<file path="src/rtl/serial_pkg.sv">
// rtl/serial_pkg.sv - shared serial line states, levels and sizing helper
package serial_pkg;

   typedef enum logic [1:0] {IDLE, START, DATA, STOP} tx_state_t;

   localparam logic LINE_IDLE = 1'b1;
   localparam logic START_BIT = 1'b0;
   localparam logic STOP_BIT  = 1'b1;

   // Counter width for values 0..n-1, never narrower than one bit
   function automatic int cnt_w(input int n);
      return (n > 1) ? $clog2(n) : 1;
   endfunction

endpackage

</file>
<file path="src/rtl/serial_tx_bit_timer.sv">
// rtl/serial_tx_bit_timer.sv - per-bit clock counter with end-of-bit tick
module bit_timer
   import serial_pkg::*;
#(
   parameter int CLKS_PER_BIT = 4
) (
   input  logic clk,
   input  logic reset,
   input  logic clear,
   output logic tick
);

   localparam int             W    = cnt_w(CLKS_PER_BIT);
   localparam logic [W-1:0]   LAST = W'(CLKS_PER_BIT - 1);

   logic [W-1:0] cnt_q;
   logic [W-1:0] cnt_d;

   assign tick = (cnt_q == LAST);

   always_comb begin
      cnt_d = cnt_q + W'(1);
      if (clear || tick) begin
         cnt_d = '0;
      end
   end

   always_ff @(posedge clk) begin
      if (reset) begin
         cnt_q <= '0;
      end else begin
         cnt_q <= cnt_d;
      end
   end

endmodule

</file>
<file path="src/rtl/serial_tx.sv">
// rtl/serial_tx.sv - start/data(LSB first)/stop frame transmitter
module serial_tx
   import serial_pkg::*;
#(
   parameter int DATA_W       = 8,
   parameter int CLKS_PER_BIT = 4
) (
   input  logic              clk,
   input  logic              reset,
   input  logic [DATA_W-1:0] data,
   input  logic              valid,
   output logic              ready,
   output logic              out,
   output logic              busy
);

   localparam int            IW       = cnt_w(DATA_W);
   localparam logic [IW-1:0] LAST_IDX = IW'(DATA_W - 1);

   tx_state_t         state_q, state_d;
   logic [DATA_W-1:0] shift_q, shift_d;
   logic [IW-1:0]     idx_q, idx_d;
   logic              out_q, out_d;
   logic              ready_q, ready_d;
   logic              busy_q, busy_d;
   logic              accept;
   logic              tick;

   assign accept = valid && (state_q == IDLE);

   bit_timer #(
      .CLKS_PER_BIT (CLKS_PER_BIT)
   ) u_bit_timer (
      .clk   (clk),
      .reset (reset),
      .clear (accept),
      .tick  (tick)
   );

   always_comb begin
      state_d = state_q;
      shift_d = shift_q;
      idx_d   = idx_q;
      case (state_q)
         IDLE: begin
            if (valid) begin
               state_d = START;
               shift_d = data;
               idx_d   = '0;
            end
         end
         START: begin
            if (tick) state_d = DATA;
         end
         DATA: begin
            if (tick) begin
               if (idx_q == LAST_IDX) begin
                  state_d = STOP;
               end else begin
                  shift_d = shift_q >> 1;
                  idx_d   = idx_q + IW'(1);
               end
            end
         end
         STOP: begin
            if (tick) state_d = IDLE;
         end
         default: state_d = IDLE;
      endcase

      // Line level is registered, so derive it from where the FSM is going
      case (state_d)
         START:   out_d = START_BIT;
         DATA:    out_d = shift_d[0];
         STOP:    out_d = STOP_BIT;
         default: out_d = LINE_IDLE;
      endcase
      ready_d = (state_d == IDLE);
      busy_d  = !ready_d;
   end

   always_ff @(posedge clk) begin
      if (reset) begin
         state_q <= IDLE;
         shift_q <= '0;
         idx_q   <= '0;
         out_q   <= LINE_IDLE;
         ready_q <= 1'b1;
         busy_q  <= 1'b0;
      end else begin
         state_q <= state_d;
         shift_q <= shift_d;
         idx_q   <= idx_d;
         out_q   <= out_d;
         ready_q <= ready_d;
         busy_q  <= busy_d;
      end
   end

   assign out   = out_q;
   assign ready = ready_q;
   assign busy  = busy_q;

endmodule

</file>
<file path="config.mk">
export PLATFORM = sky130hd
export DESIGN_NAME = serial_tx
export DESIGN_NICKNAME = d
export VERILOG_FILES = /design/src/rtl/serial_pkg.sv /design/src/rtl/serial_tx_bit_timer.sv /design/src/rtl/serial_tx.sv
export SDC_FILE = /design/constraint.sdc
export NUM_CORES = 1
export LEC_CHECK = 0
export ABC_CLOCK_PERIOD_IN_PS = 1400
export CORE_ASPECT_RATIO = 0.75
export CORE_UTILIZATION = 44
export CTS_CLUSTER_DIAMETER = 80
export CTS_CLUSTER_SIZE = 8
export DETAILED_ROUTE_END_ITERATION = 16
export PLACE_DENSITY = 0.71
export SKIP_LAST_GASP = 1
export SLEW_MARGIN = 15
export SYNTH_ARGS = -nofsm -noshare
export SYNTH_HDL_FRONTEND = slang
export SYNTH_SLANG_ARGS = --single-unit
</file>
<file path="constraint.sdc">
create_clock -name clk -period 1.4 [get_ports clk]
set_input_delay 0.21 -clock clk [delete_from_list [all_inputs] [get_ports clk]]
set_output_delay 0.21 -clock clk [all_outputs]
set_load 0.05 [all_outputs]
</file>
After elaboration in Yosys (flattened, before gate mapping):

Cells that the tools add are included.

* register bits after elaboration: 18
* bits of input ports: 11
* output and inout port bits: 3
* logic and storage cells: 43

* add/subtract/negate cells: 2
* equality and inequality tests: 10
* muxes and demuxes: 15
* reductions and logical operators: 8

Operator list (number)
* $mux 8: 3
* $pmux 8 s2: 1
* $mux 2: 5
* $mux 3: 3
* $eq 2x2->1 const B: 4
* $pmux 2 s4: 1
* $pmux 3 s2: 1
* $eq 2x1->1 const B: 2
* $logic_not 2->1: 2
* $ne 2x2->1 const B: 2
* $reduce_and 4->1: 1
* $add 3x1->3 const B: 1
* $eq 3x3->1 const B: 1
* $add 2x1->2 const B: 1
* $ne 2x1->1 const B: 1
* $pmux 1 s2: 1
* $reduce_bool 2->1: 1
* $reduce_or 2->1: 1
* $logic_and 1x1->1: 1
* $logic_not 1->1: 1
* $logic_or 1x1->1: 1

Longest topological paths before layout:

Gate-level depths: netlist of run 1.

* word-level depth: 6
* gate-level depth with buffers: 7
* depth with buffers taken out: 6

Hierarchy:

From an unflattened synthesis of run 1, not the netlist that was laid out.

* cell total of the unflattened synthesis: 73
* area total of the unflattened synthesis: 749.5 um2

Modules (own cells, without submodules)
* serial_tx: instances 1, cells an instance 68, area an instance 669.4 um2, seq. area each 320.3 um2
* bit_timer: instances 1, cells an instance 5, area an instance 80.1 um2, seq. area each 40.0 um2

Worst setup path before layout of run 1:

OpenSTA, ideal clock, no wires.

* path kind: register to register
* start: register idx_q[0]
* end: register shift_q[7]
* library setup time: 0.128 ns
* arrival time: 1.364 ns
* required time: 1.272 ns
* slack: -0.092 ns
* cell stages (with the launch flop): 8
* buffers on the path: 1
* clock period less this slack: 1.492 ns
* cell sequence: dfxtp_1 -> ha_1 -> ha_1 -> and4bb_4 -> buf_6 -> nor2_4 -> a22oi_1 -> nor2_1

* cells in the longest elaborated chain, start to end: 3

Ends and longest elaborated chain
* start: declaration: line serial_tx.sv:22 `logic [IW-1:0] idx_q, idx_d;`
* start signal: assignment: line serial_tx.sv:93 `idx_q <= idx_d;`
* $eq 3x3->1: line serial_tx.sv:57 `if (idx_q == LAST_IDX) begin`
* $ne 2x2->1 (no source line)
* $reduce_and 4->1 (no source line)
* end signal: assignment: line serial_tx.sv:92 `shift_q <= shift_d;`
* end: declaration: line serial_tx.sv:21 `logic [DATA_W-1:0] shift_q, shift_d;`

Every way passes these cells.
A chain may end at the register's enable or synchronous reset.

Worst setup path after layout of run 1:

* start: register idx_q[0]
* end: register idx_q[2]

* cells in the longest elaborated chain, start to end: 4
* elaborated cells on any way between the ends: 7
* those cells by class: add/sub (1); eq/ne (2); mux (3); reduce/logical (1)

Ends and longest elaborated chain
* $add 3x1->3: line serial_tx.sv:61 `idx_d = idx_q + IW'(1);`
* $mux 3: line serial_tx.sv:57
* $mux 3: line serial_tx.sv:56 `if (tick) begin`
* $pmux 3 s2: line serial_tx.sv:44 `case (state_q)`

Parallel ways exist; a longest one is shown, timed or not. The select of a mux whose other input is x is not followed.

==> results.py, run 1 <==
metrics = {
    "status": {
        "outcome": "finished, violations left",
        "violations": "setup timing",
    },
    "timing": {
        "final-hold-violation-count": 0,
        "drv_slew": 0,
        "worst_slack_ns": -0.0897,
        "worst_pin_slew_ns": 0.333,
        "skew_ns": 0.00323,
        "maxSlewHeadroom_pct": 77.8,
        "finalSetupViolCount": 10,
        "final.period_utilization_pct": 106,
        "layout_min_cycle_time_ns": 1.49,
        "max_freq_ghz": 0.671,
        "rsz0062_at_grt": "true",
    },
    "min_path": {
        "min_from": "u_bit_timer.cnt_q[0]",
        "hold_path_end": "u_bit_timer.cnt_q[0]",
        "hold_class": "reg2reg",
        "min_path_cells": 1,
    },
    "flow_run": {
        "cap_violations": 0,
    },
    "routing": {
        "drt-pass1-iter-count": 4,
        "drt_iter0_markers": 21,
        "wirelength_um": 1700,
        "num_vias": 662,
        "vias_per_cell": 5.43,
        "wl_per_cell_um": 14.0,
        "ant_nets": 0,
        "route.detailed.drc": 0,
    },
    "final_layout": {
        "multi_input_area_um2": 429,
        "final_area_mm2": 0.00108,
        "most-common-layout-cells": "16 x dfxtp_1, 10 x nand2_1, 10 x clkdlybuf4s50_1, 8 x buf_4, 7 x a21oi_1",
        "regArea_um2": 363,
        "areaGrowthSynthToFinish_pct": 37.7,
        "fillerInstances": 137,
        "layout-drive-gt1-share_pct": 27.7,
        "fin_nets": 117,
        "n_antenna_cell": 0,
        "final_common_cell": "dfxtp_1",
    },
    "clocking": {
        "cts_tree": "yes",
        "cts_buffers": 3,
        "root_buffer": "clkbuf_4",
        "clockBufferDepth": 2,
        "cts.sinks": 18,
        "cts_max_level": 1,
        "insertion_delay_ns": 0.29,
        "ctsHoldBuffers": 0,
        "clk_pin_slew_ns": 0.09,
    },
    "global_routing": {
        "antenna_found_initial": 0,
        "grt_max_degree": 16,
        "grt_pass1_vias": 659,
        "grt_pass1_wl_um": 2780,
        "grtUsageTotal_pct": 20.3,
        "gr-total-overflow": 0,
    },
    "worst_setup_path": {
        "cp-end-kind": "register",
        "crit_arrival_ns": 1.71,
        "reg2reg_slack_ns": -0.09,
        "critPathKind": "reg2reg",
        "cp-startpoint": "idx_q[0]",
        "r2r_start": "idx_q[0]",
        "cp.required_ns": 1.63,
        "rr_worst_depth": 6,
        "cp-start-kind": "register",
        "r2r_end": "idx_q[2]",
        "path_max_fanout": 5,
    },
    "placement": {
        "place_ws_ns": -0.122,
        "place_area_mm2": 0.00102,
        "port_buffers": 13,
        "dp_hpwl_um": 1200,
        "gp_congestion": 0.751,
    },
    "logic_synthesis": {
        "yosysSeqAreaShare_pct": 45.8,
        "ys_types": 26,
        "syn-cell-area_um2": 787,
        "syn_nets": 94,
        "avgSynthCellArea_um2": 9.84,
        "ys_ff_latch": 18,
        "syn_inst": 80,
        "ys.warnings.count": 0,
    },
    "pwr": {
        "p_leak_uw": 0.000403,
        "power-per-cell-area_mw_per_mm2": 927,
        "irDropWorstVdd_v": 0.000749,
    },
    "floorplan": {
        "boundaryPins": 14,
        "initial_core_util_pct": 49.9,
        "dieArea_mm2": 0.00196,
        "rows": 12,
        "dieWidth_um": 50.8,
        "die_h_um": 38.6,
        "core-area_mm2": 0.00158,
    },
}
[layout make-up]
type                    instances  area share, %
clock buffers                   3           2.08
inverters                       3           1.04
multi-input cells              55           39.6
flip-flops and latches         18           33.5
well taps                      21           2.42
repair buffers                 22           21.4
[worst max-delay path by stage]
stage | slack, ns | to
5_1_grt | -0.14 | shift_q[4]
3_5_place_dp | -0.12 | shift_q[6]
4_1_cts | -0.04 | out
3_3_place_gp | -0.05 | shift_q[4]
6_report | -0.09 | idx_q[2]
2_1_floorplan | -0.03 | shift_q[7]
[routing by layer]
metal,vias up,wire length [µm],track usage [%]
met2,11,824,37.3
li1,331,-,-
met4,0,13,6.25
met1,318,810,22.6
met5,-,0,0
met3,2,53,7.06
[cells in the mapped netlist (all sizes together)]
cell type | number | area share [%]
nor4 | 1 | 0.80
a22oi | 7 | 6.7
mux2i | 2 | 2.5
inv | 3 | 1.4
a31oi | 2 | 1.6
nor4b | 1 | 1.1
o311a | 1 | 1.3
and2 | 1 | 0.80
nor3b | 1 | 2.4
nor2 | 6 | 3.8
nand3 | 1 | 0.64
nand4b | 2 | 2.2
buf | 3 | 4.3
nand2 | 10 | 4.8
ha | 3 | 4.8
clkbuf | 2 | 0.95
xnor2 | 1 | 1.1
nand2b | 1 | 0.80
a21oi | 8 | 5.1
nor4bb | 1 | 1.3
o21ai | 2 | 1.3
nor3 | 1 | 0.64
and4bb | 1 | 2.1
dfxtp | 18 | 46
a311oi | 1 | 1.9
[where the power goes]
part	switching (µW)	internal, µW
logic	96.2	103
registers	19.5	541
clock network	144	100
[critical path: stages, from the launching register on]
cell and delay (ns):
dfxtp_2 0.35, ha_4 0.16, ha_4 0.15, and4bb_4 0.41
buf_4 0.14, nand4b_1 0.09, a21oi_1 0.13
[registers in the layout (all words and copies together) (netlist names)]
register           count
busy                   1
shift_q                8
state_q                2
u_bit_timer.cnt_q      2
ready                  1
out                    1
idx_q                  3
[cell families (layout without fill, tap and decap cells)]
| group | after synthesis | in the layout | synth area share [%] |
|---|---|---|---|
| multiplexers | 2 | 2 | 2.54 |
| AND/OR/NAND/NOR | 27 | 28 | 21.3 |
| adder cells (fa/ha/maj) | 3 | 3 | 4.77 |
| AO/OA/AOI/OAI | 21 | 21 | 17.8 |
| buffers and inverters | 8 | 28 | 6.68 |
| flip-flops | 18 | 18 | 45.8 |
| XOR/XNOR | 1 | 1 | 1.11 |
[what timing repair did]
item | 4_1_cts | 5_1_grt
pin swaps | 2 | 8
buffers inserted | 0 | 1
gates resized for setup | 1 | 5
cloned | 1 | 0
endpoints found under the setup margin | 11 | 12
[stage by stage]
| step | hold slack, ns | TNS, ns | util [%] | instances | total power [µW] |
|---|---|---|---|---|---|
| after CTS | 0.448 | -0.188 | 66.7 | 121 | 1010 |
| final | 0.448 | -0.613 | 68.7 | 122 | 1000 |
| after global routing | 0.458 | -1.25 | 68.7 | 122 | 1050 |
| after detailed placement | 0.434 | -0.744 | 64.7 | 117 | 761 |
| after floorplan | 0.387 | -0.0299 | - | 80 | 670 |
| after global placement | 0.421 | -0.279 | 64.7 | 117 | 755 |
Power figures use the tool's default switching activity.
==> run 2: changes to the inputs <==
--- a/config.mk
+++ b/config.mk
@@ -13,7 +13,7 @@
 export DETAILED_ROUTE_END_ITERATION = 16
 export PLACE_DENSITY = 0.71
 export SKIP_LAST_GASP = 1
-export SLEW_MARGIN = 15
+export SLEW_MARGIN = 30
 export SYNTH_ARGS = -nofsm -noshare
 export SYNTH_HDL_FRONTEND = slang
 export SYNTH_SLANG_ARGS = --single-unit
==> results of run 2 <==
Same layout as run 1: the final DEF is identical, and so are final timing and power.
==> run 3: changes to the inputs <==
--- a/config.mk
+++ b/config.mk
@@ -7,11 +7,11 @@
 export LEC_CHECK = 0
 export ABC_CLOCK_PERIOD_IN_PS = 1400
 export CORE_ASPECT_RATIO = 0.75
-export CORE_UTILIZATION = 44
+export CORE_UTILIZATION = 40
 export CTS_CLUSTER_DIAMETER = 80
 export CTS_CLUSTER_SIZE = 8
 export DETAILED_ROUTE_END_ITERATION = 16
-export PLACE_DENSITY = 0.71
+export PLACE_DENSITY = 0.66
 export SKIP_LAST_GASP = 1
 export SLEW_MARGIN = 30
 export SYNTH_ARGS = -nofsm -noshare
==> run 3 against run 2 <==
First-iteration DRC count fell by 52%. The flow still finishes with violations (setup timing). Die area rose by 9.5%. Worst hold slack improved by 0.0092 ns. Fmax rose by 1.9%. Combinational power fell by 3%. Register-to-register slack improved by 0.03 ns. Critical path type unchanged. Clock skew rose by 0.0045 ns. Design area rose by 0.58%. Critical path depth did not move. Wire length fell by 8.0%.
==> results.py, run 3 (synthesis results as in run 1) <==
metrics = {
    "worst_setup_path": {
        "slowest_stage": "and4bb_4",
        "max_stage_delay_ns": 0.39,
        "cp-end-kind": "register",
        "crit_arrival_ns": 1.66,
        "r2r_end": "idx_q[0]",
        "rr_worst_depth": 6,
        "crit_top_cell": "ha_4",
        "cp-start-kind": "register",
        "path_max_fanout": 10,
        "cp-startpoint": "idx_q[0]",
        "cp.required_ns": 1.60,
        "path_cells": "ha_4, ha_4, and4bb_4, nor2_4, mux2i_1, nor2_1",
        "r2r_start": "idx_q[0]",
        "reg2reg_slack_ns": -0.06,
        "critPathKind": "reg2reg",
    },
    "routing": {
        "wl_per_cell_um": 12.7,
        "drt_iter0_markers": 10,
        "ant_nets": 0,
        "wl_met2_um": 712,
        "drt-pass1-iter-count": 4,
        "route.detailed.drc": 0,
        "num_vias": 654,
        "vias_per_cell": 5.32,
        "wl_met1_um": 758,
        "met3_wirelength_um": 76,
        "wirelength_um": 1570,
        "routed.top_layer": "met4",
    },
    "final_layout": {
        "fin_nets": 116,
        "final_common_cell": "dfxtp_1",
        "largest_reg_flops": 8,
        "stdcell_count": 123,
        "reg_top3": "shift_q (8), idx_q (3)",
        "areaGrowthSynthToFinish_pct": 38.5,
        "regMostFlops": "shift_q",
        "layout-drive-gt1-share_pct": 28.7,
        "most-common-layout-cells": "16 x dfxtp_1, 10 x nand2_1, 10 x clkdlybuf4s50_1, 8 x buf_4, 7 x a21oi_1",
        "n_antenna_cell": 0,
    },
    "floorplan": {
        "rows": 13,
        "die_h_um": 40.4,
        "dieArea_mm2": 0.00215,
        "core-area_mm2": 0.00179,
        "boundaryPins": 14,
        "dieWidth_um": 53.2,
        "initial_core_util_pct": 44.0,
    },
    "pwr": {
        "irDropWorstVdd_v": 0.000954,
        "p_leak_uw": 0.000402,
        "power-per-cell-area_mw_per_mm2": 992,
    },
    "global_routing": {
        "grt_pass1_vias": 586,
        "grt_pass1_wl_um": 2490,
        "grt_max_degree": 16,
        "gr-total-overflow": 0,
        "grtUsageTotal_pct": 17.3,
        "antenna_found_initial": 0,
    },
    "timing": {
        "finalSetupTns_ns": -0.368,
        "drv_slew": 0,
        "finalSetupViolCount": 10,
        "maxSlewHeadroom_pct": 75.7,
        "worst_slack_ns": -0.0619,
        "worst_pin_slew_ns": 0.364,
        "layout_min_cycle_time_ns": 1.46,
        "final-hold-violation-count": 0,
        "final.period_utilization_pct": 104,
        "max_freq_ghz": 0.684,
        "rsz0062_at_grt": "true",
        "skew_ns": 0.00773,
    },
    "placement": {
        "gp_congestion": 0.719,
        "dp_hpwl_um": 1170,
        "post-place-cells": 118,
        "port_buffers": 13,
    },
    "clocking": {
        "cts.sinks": 18,
        "insertion_delay_ns": 0.30,
        "cts_max_level": 1,
        "ctsHoldBuffers": 0,
        "root_buffer": "clkbuf_4",
        "clockBufferDepth": 2,
        "clk_pin_slew_ns": 0.11,
        "cts_buffers": 3,
        "cts_tree": "yes",
    },
    "status": {
        "violations": "setup timing",
        "outcome": "finished, violations left",
    },
    "min_path": {
        "hold_path_end": "u_bit_timer.cnt_q[0]",
        "min_from": "u_bit_timer.cnt_q[0]",
        "hold_class": "reg2reg",
        "min_path_cells": 1,
    },
    "flow_run": {
        "cap_violations": 0,
    },
}
-- run 3: report_power, final --
group / switching, µW / internal, µW
logic: 89.5 / 104
clock network: 166 / 159
registers: 20.1 / 542
-- run 3: repair_timing --
action,4_1_cts,5_1_grt
resized for setup,0,6
buffers inserted,0,1
pin swaps,0,5
setup endpoints to repair,10,12
-- run 3: final cells by class --
class / count / area, µm²
clock buffers: 4 / 36.3
fillers: 164 / 699
inverters: 3 / 11.3
multi-input cells: 54 / 420
flip-flops and latches: 18 / 363
well taps: 22 / 27.5
repair buffers: 22 / 231
-- run 3: through the flow --
| stage | power [µW] | instance area (µm²) | util (%) | hold WS, ns | setup WS [ns] |
|---|---|---|---|---|---|
| floorplan | 670 | 815 | - | 0.387 | -0.0299 |
| global route | 1130 | 1090 | 60.9 | 0.481 | -0.129 |
| finish | 1080 | 1090 | 60.9 | 0.457 | -0.0619 |
| global placement | 756 | 1020 | 57.1 | 0.424 | -0.0858 |
| detailed placement | 760 | 1020 | 57.1 | 0.443 | -0.0778 |
| CTS | 1090 | 1060 | 59.1 | 0.460 | -0.0454 |
-- run 3: how the worst max path moves through the flow --
| stage | cells past startpoint | end |
|---|---|---|
| after CTS | 6 | shift_q[3] |
| after global placement | 6 | out |
| after floorplan | 7 | shift_q[7] |
| after detailed placement | 6 | out |
| final | 6 | idx_q[0] |
| after global routing | 6 | shift_q[4] |
-- run 3: per-layer routing --
| layer | up-vias | track usage, % |
|---|---|---|
| li1 | 332 | - |
| met1 | 303 | 19.8 |
| met2 | 17 | 29.7 |
| met3 | 2 | 7.95 |
| met4 | 0 | 3.95 |
| met5 | - | 0 |
-- run 3: worst max-delay path: cells and delay by family, from the launching register on --
kind	cells	cell delay (ns)
simple gates	3	0.53
mux	1	0.16
flops	1	0.35
fa+ha+maj	2	0.32
